`src/rtl/pe_array_io.sv`:
```
// pe_array_io: scatter/gather front-end between the overlay I/O and a PE array
//   Scatter: accepted din words go to lane word_cnt/LOAD_NUM, registered onto pe_in/pe_in_v.
//   Gather:  per-lane result FIFOs drain through a round-robin arbiter into one dout stream.
// Ports:
//   clk, rst (async, active-low), load (sync restart of counters, FIFOs and flags)
//   din_v/din/din_rdy           input sample stream
//   pe_in_v/pe_in/frame_done    per-lane load bus, frame_done marks the last word of a frame
//   pe_out_v/pe_out             per-lane PE results
//   dout_v/dout/dout_lane/dout_rdy  output stream with source lane tag
//   overflow                    sticky per-lane FIFO drop flag
module pe_array_io #(
    parameter int DATA_WIDTH = 16,
    parameter int PE_NUM     = 8,
    parameter int LOAD_NUM   = 4,
    parameter int FIFO_DEPTH = 4
) (
    input  logic                           clk,
    input  logic                           rst,
    input  logic                           load,
    input  logic                           din_v,
    input  logic [2*DATA_WIDTH-1:0]        din,
    output logic                           din_rdy,
    output logic [PE_NUM-1:0]              pe_in_v,
    output logic [PE_NUM*2*DATA_WIDTH-1:0] pe_in,
    output logic                           frame_done,
    input  logic [PE_NUM-1:0]              pe_out_v,
    input  logic [PE_NUM*2*DATA_WIDTH-1:0] pe_out,
    output logic                           dout_v,
    output logic [2*DATA_WIDTH-1:0]        dout,
    output logic [$clog2(PE_NUM)-1:0]      dout_lane,
    input  logic                           dout_rdy,
    output logic [PE_NUM-1:0]              overflow
);
    localparam int DW2 = 2*DATA_WIDTH;
    localparam int LW  = $clog2(PE_NUM);
    localparam int SW  = LOAD_NUM > 1 ? $clog2(LOAD_NUM) : 1;
    localparam int FW  = $clog2(FIFO_DEPTH);

    // (a + b) mod PE_NUM for b < PE_NUM, valid for non-power-of-2 lane counts
    function automatic logic [LW-1:0] wrap_inc(input logic [LW-1:0] a, input int b);
        int s;
        s = int'(a) + b;
        return LW'(s >= PE_NUM ? s - PE_NUM : s);
    endfunction

    // ---------------- scatter ----------------
    // word_cnt is kept split as lane_cnt/sub_cnt so the lane select needs no divider
    logic                  run;
    logic [SW-1:0]         sub_cnt;
    logic [LW-1:0]         lane_cnt;
    logic                  accept;
    logic                  last_sub;
    logic                  last_word;
    logic [PE_NUM*DW2-1:0] pe_in_nxt;

    assign din_rdy   = run & ~load;
    assign accept    = din_v & din_rdy;
    assign last_sub  = sub_cnt == SW'(LOAD_NUM-1);
    assign last_word = last_sub && lane_cnt == LW'(PE_NUM-1);

    always_comb begin
        pe_in_nxt = '0;
        for (int i = 0; i < PE_NUM; i++)
            if (lane_cnt == LW'(i)) pe_in_nxt[i*DW2 +: DW2] = din;
    end

    always_ff @(posedge clk or negedge rst) begin
        if (!rst) begin
            run        <= 1'b0;
            sub_cnt    <= '0;
            lane_cnt   <= '0;
            pe_in_v    <= '0;
            pe_in      <= '0;
            frame_done <= 1'b0;
        end else begin
            run        <= 1'b1;
            pe_in_v    <= accept ? PE_NUM'(1) << lane_cnt : '0;
            pe_in      <= accept ? pe_in_nxt : '0;
            frame_done <= accept & last_word;
            if (load) begin
                sub_cnt  <= '0;
                lane_cnt <= '0;
            end else if (accept) begin
                sub_cnt  <= last_sub ? '0 : sub_cnt + SW'(1);
                lane_cnt <= !last_sub ? lane_cnt : last_word ? '0 : lane_cnt + LW'(1);
            end
        end
    end

    // ---------------- gather FIFOs ----------------
    logic [DW2-1:0]    mem    [PE_NUM][FIFO_DEPTH];
    logic [FW-1:0]     wr_ptr [PE_NUM];
    logic [FW-1:0]     rd_ptr [PE_NUM];
    logic [FW:0]       cnt    [PE_NUM];
    logic [PE_NUM-1:0] ne;
    logic [PE_NUM-1:0] push;
    logic [PE_NUM-1:0] pop;
    logic [LW-1:0]     rr_ptr;
    logic [LW-1:0]     gnt;
    logic              gnt_v;
    logic              take;

    always_comb begin
        ne = '0;
        for (int i = 0; i < PE_NUM; i++) ne[i] = cnt[i] != '0;
    end

    // a full lane still accepts when it is popped in the same cycle
    always_comb begin
        push = '0;
        for (int i = 0; i < PE_NUM; i++)
            push[i] = pe_out_v[i] & ~load & (cnt[i] != (FW+1)'(FIFO_DEPTH) | pop[i]);
    end

    // first non-empty lane from rr_ptr upward; descending loop lets the nearest win
    always_comb begin
        gnt_v = 1'b0;
        gnt   = '0;
        for (int k = PE_NUM-1; k >= 0; k--)
            if (ne[wrap_inc(rr_ptr, k)]) begin
                gnt_v = 1'b1;
                gnt   = wrap_inc(rr_ptr, k);
            end
    end

    assign take = gnt_v & (~dout_v | dout_rdy) & ~load;
    assign pop  = take ? PE_NUM'(1) << gnt : '0;

    always_ff @(posedge clk) begin
        for (int i = 0; i < PE_NUM; i++)
            if (push[i]) mem[i][wr_ptr[i]] <= pe_out[i*DW2 +: DW2];
    end

    always_ff @(posedge clk or negedge rst) begin
        if (!rst) begin
            for (int i = 0; i < PE_NUM; i++) begin
                wr_ptr[i] <= '0;
                rd_ptr[i] <= '0;
                cnt[i]    <= '0;
            end
            overflow <= '0;
        end else if (load) begin
            for (int i = 0; i < PE_NUM; i++) begin
                wr_ptr[i] <= '0;
                rd_ptr[i] <= '0;
                cnt[i]    <= '0;
            end
            overflow <= '0;
        end else begin
            for (int i = 0; i < PE_NUM; i++) begin
                if (push[i]) wr_ptr[i] <= wr_ptr[i] + FW'(1);
                if (pop[i]) rd_ptr[i] <= rd_ptr[i] + FW'(1);
                cnt[i] <= cnt[i] + (FW+1)'(push[i]) - (FW+1)'(pop[i]);
            end
            overflow <= overflow | (pe_out_v & ~push);
        end
    end

    // ---------------- output register ----------------
    always_ff @(posedge clk or negedge rst) begin
        if (!rst) begin
            dout_v    <= 1'b0;
            dout      <= '0;
            dout_lane <= '0;
            rr_ptr    <= '0;
        end else if (load) begin
            dout_v    <= 1'b0;
            dout      <= '0;
            dout_lane <= '0;
            rr_ptr    <= '0;
        end else if (take) begin
            dout_v    <= 1'b1;
            dout      <= mem[gnt][rd_ptr[gnt]];
            dout_lane <= gnt;
            rr_ptr    <= wrap_inc(gnt, 1);
        end else if (dout_rdy) begin
            dout_v    <= 1'b0;
            dout      <= '0;
            dout_lane <= '0;
        end
    end
endmodule

```
`config.mk`:
```
export PLATFORM = sky130hd
export DESIGN_NAME = pe_array_io
export DESIGN_NICKNAME = d
export VERILOG_FILES = /design/src/rtl/pe_array_io.sv
export SDC_FILE = /design/constraint.sdc
export NUM_CORES = 2
export LEC_CHECK = 0
export CELL_PAD_IN_SITES_DETAIL_PLACEMENT = 0
export CELL_PAD_IN_SITES_GLOBAL_PLACEMENT = 1
export CORE_MARGIN = 3
export CORE_UTILIZATION = 50
export DETAILED_ROUTE_END_ITERATION = 8
export PLACE_DENSITY = 0.95
export SYNTH_ARGS = -nofsm -noshare
export SYNTH_HDL_FRONTEND = slang
export SYNTH_SLANG_ARGS = --single-unit
```
`constraint.sdc`:
```
create_clock -name clk -period 12.8 [get_ports clk]
set_clock_uncertainty 0.2 [all_clocks]
set_input_delay 1.28 -clock clk [delete_from_list [all_inputs] [get_ports clk]]
set_output_delay 1.28 -clock clk [all_outputs]
set_load 0.1 [all_outputs]
```
==> summary.txt <==
Status: completed
Via count: 38900
FF-to-FF path depth: 16
CP endpoint kind: flip-flop
Seq/Total Area, Yosys: 0.719
Clock-pin slew on the worst setup and hold paths: 0.06 ns
EDFF count, synth: 1024
Number of port buffers: 610
Antenna Nets Post-Route: 0
Critical Path AT: 8.60 ns
Slew margin rel.: 0.134
Initial antenna violation count: 37
First-pass GRT wire length: 256000 um
Worst hold path depth: 2
Setup TNS: 0 ns
Initial core utilization: 0.508
Routed WL per cell: 28.6 um
Core area: 0.110 sq mm
Number of post-CTS setup repair buffers: 0
Fin. Hold Viols: 0
Die footprint: 0.116 sq mm
Mapped Area: 0.0558 sq mm
GRT Total Usage: 0.303
I/O Pins: 611
Top FF cell, synth: edfxtp_1
Longest Clk Path Bufs: 3
Hold_buf cts: 0
Crit Path Category: reg -> reg
Num CTS Buffers: 142
Post-Syn Instances: 4102
Area grow syn2layout: 21.8%
Final nets: 5015
RSZ-0062 raised after global routing: no
Worst path slowest cell: o21ai_4
Required @ worst endpoint: 13.23 ns
Ys async rst share: 0.268
Unique masters post-synth: 78
Die Wd: 340 um
# DRC: 0
Slew @ Worst Pin: 1.29 ns
Syn nets: 4470
Warnings from Yosys: 0
Via density per instance: 6.21
Top-area cell type share of the netlist area: 0.551
CP Max Fanout: 111
Critical Path Max Stage Delay: 1.04 ns
Dpl hpwl: 113000 um
Core Rows: 121
Gpl congestion: 0.894
FF+latch count, synth: 1398
Clk sinks: 1398
Max cap viols: 0
Synth area leader: edfxtp_1
Syn_area_per_cell: 13.6 sq um
CP startpoint kind: flip-flop
Fmax: 122 MHz
Shortest period the worst path allows: 8.16 ns
Grt total ovfl: 0
CP cell instances: buf_4 -> inv_2 -> ha_1 -> inv_1 -> a2111oi_0 -> nor4_2 -> a31oi_1 -> nor2b_1 -> or3_2 -> nand2_8 -> buf_4 -> a211oi_1 -> nor3_1 -> o21ai_4 -> a2111oi_0 -> a211o_1
Number of global-route vias before repair: 38200
Initial DRC Count: 5749
TritonCTS clock tree: built
Pre-antenna DRT Iters: 6
Layout cell share with drive strength beyond 1: 0.0789
Clk root buf: clkbuf_16
CTS H-tree lvls: 4
Clk_lat worst skew: 0.75 ns
Chip Height: 340 um
Setup Viol. Count Final: 0
WL final: 179000 um
Worst min-delay path class: reg -> reg
Final Cycle Share: 0.638
Slew Viols, Final: 0
Post_cts resized: 0
Pin count of the biggest net entering global routing: 188
Synth area leaders: edfxtp_1 (55%), dfrtp_1 (17%), nand2_1 (5.0%)
==> state kept, by name, indices dropped and copies added, names as in the netlist, 2 cells and up <==
register   cells
wr_ptr        16
overflow       8
dout          32
dout_lane      3
pe_in_v        8
pe_in        256
lane_cnt       3
cnt           24
rr_ptr         3
mem         1024
sub_cnt        2
rd_ptr        16
==> layout make-up <==
cell class                      count  area, sq um
Antenna cell                       25         62.6
Clock buffer                      208         4140
Clock inverter                     56          537
Fill cell                        7853        41800
Inverter                           62          233
Multi-Input combinational cell   2362        14300
Sequential cell                  1398        40100
Tap cell                         1476         1850
Timing Repair Buffer              681         6680
==> metrics by stage <==
| stage | worst slack [ns] | instances | hold WS, ns | instance area [sq um] | util |
|---|---|---|---|---|---|
| floorplan | 6.87 | 4102 | 0.271 | 55800 | - |
| global placement | 5.14 | 5979 | 0.284 | 63200 | 0.576 |
| detailed placement | 4.82 | 5979 | 0.291 | 63200 | 0.576 |
| CTS | 4.76 | 6243 | 0.310 | 67900 | 0.618 |
| global route | 4.09 | 6251 | 0.323 | 67900 | 0.618 |
| finish | 4.64 | 6268 | 0.304 | 67900 | 0.619 |
==> placed cells by master, fill, tap and decap left out, types with 59 or more instances in the layout <==
| cell type | n |
|---|---|
| a311oi_1 | 125 |
| buf_4 | 69 |
| nand2_1 | 747 |
| and3_1 | 339 |
| and2_1 | 115 |
| a21oi_1 | 140 |
| a211oi_1 | 88 |
| edfxtp_1 | 1024 |
| inv_1 | 61 |
| dfrtp_1 | 374 |
| nor2_1 | 88 |
| ha_1 | 59 |
| clkdlybuf4s50_1 | 608 |
| clkbuf_16 | 147 |
| nand3_1 | 160 |
==> worst paths after layout <==
check / startpoint / end / slack [ns]
max in group asynchronous: rst / dout[24] / 9.98
worst max-delay path: rr_ptr[0] / dout[29] / 4.64
worst max register to register: rr_ptr[0] / dout[29] / 4.64
worst min-delay path: overflow[6] / overflow[6] / 0.30
worst min register to register: overflow[6] / overflow[6] / 0.30
min in group asynchronous: rst / pe_in[30] / 0.35
==> cell families after synthesis <==
logic type / share of synthesized area
AND/OR/NAND/NOR: 0.134
adder cells (fa/ha/maj): 0.0161
other: 0.0000673
buffers and inverters: 0.0260
flip-flops: 0.719
AO/OA/AOI/OAI: 0.0796
XOR/XNOR: 0.00660
multiplexers: 0.0185
==> cells in the mapped netlist (7+ instances only) <==
| cell | count |
|---|---|
| a2111oi_0 | 22 |
| nor3_1 | 18 |
| nor2b_1 | 19 |
| a21oi_1 | 140 |
| fa_1 | 8 |
| clkbuf_1 | 192 |
| mux2_2 | 31 |
| dfrtp_1 | 374 |
| o21ai_0 | 52 |
| buf_1 | 14 |
| nor2_1 | 90 |
| mux4_2 | 11 |
| xnor2_1 | 28 |
| a211oi_1 | 88 |
| ha_1 | 59 |
| nand2_1 | 749 |
| or3_1 | 8 |
| inv_1 | 61 |
| a311o_1 | 28 |
| nand2b_1 | 7 |
| a31oi_1 | 29 |
| o21ai_1 | 16 |
| and2_1 | 137 |
| and3_1 | 339 |
| o211ai_1 | 14 |
| xor2_1 | 14 |
| nand3_1 | 160 |
| buf_2 | 59 |
| edfxtp_1 | 1024 |
| nor4_1 | 8 |
| buf_4 | 8 |
| mux2i_1 | 39 |
| a211o_1 | 26 |
| a311oi_1 | 125 |
==> worst max-delay path, delay by kind of cell, from the launching register on <==
family / cells / cell delay, ns
and+or+nand+nor: 5 / 2.77
AOI/OAI and AO/OA: 6 / 2.37
buffers and inverters: 4 / 1.42
adders and majority gates: 1 / 0.58
DFF: 1 / 0.59
==> routing by layer <==
layer  track usage  routed length (um)  vias to the layer above
met5             0                  96                        -
met4         0.138                8810                       14
met3        0.0845               22800                      488
met2         0.483               84600                     2974
met1         0.388               62700                    19200
li1              -                   -                    16200
Power is not shown: default switching activity piles up to over one toggle a cycle in this logic, so the estimate is an artifact.
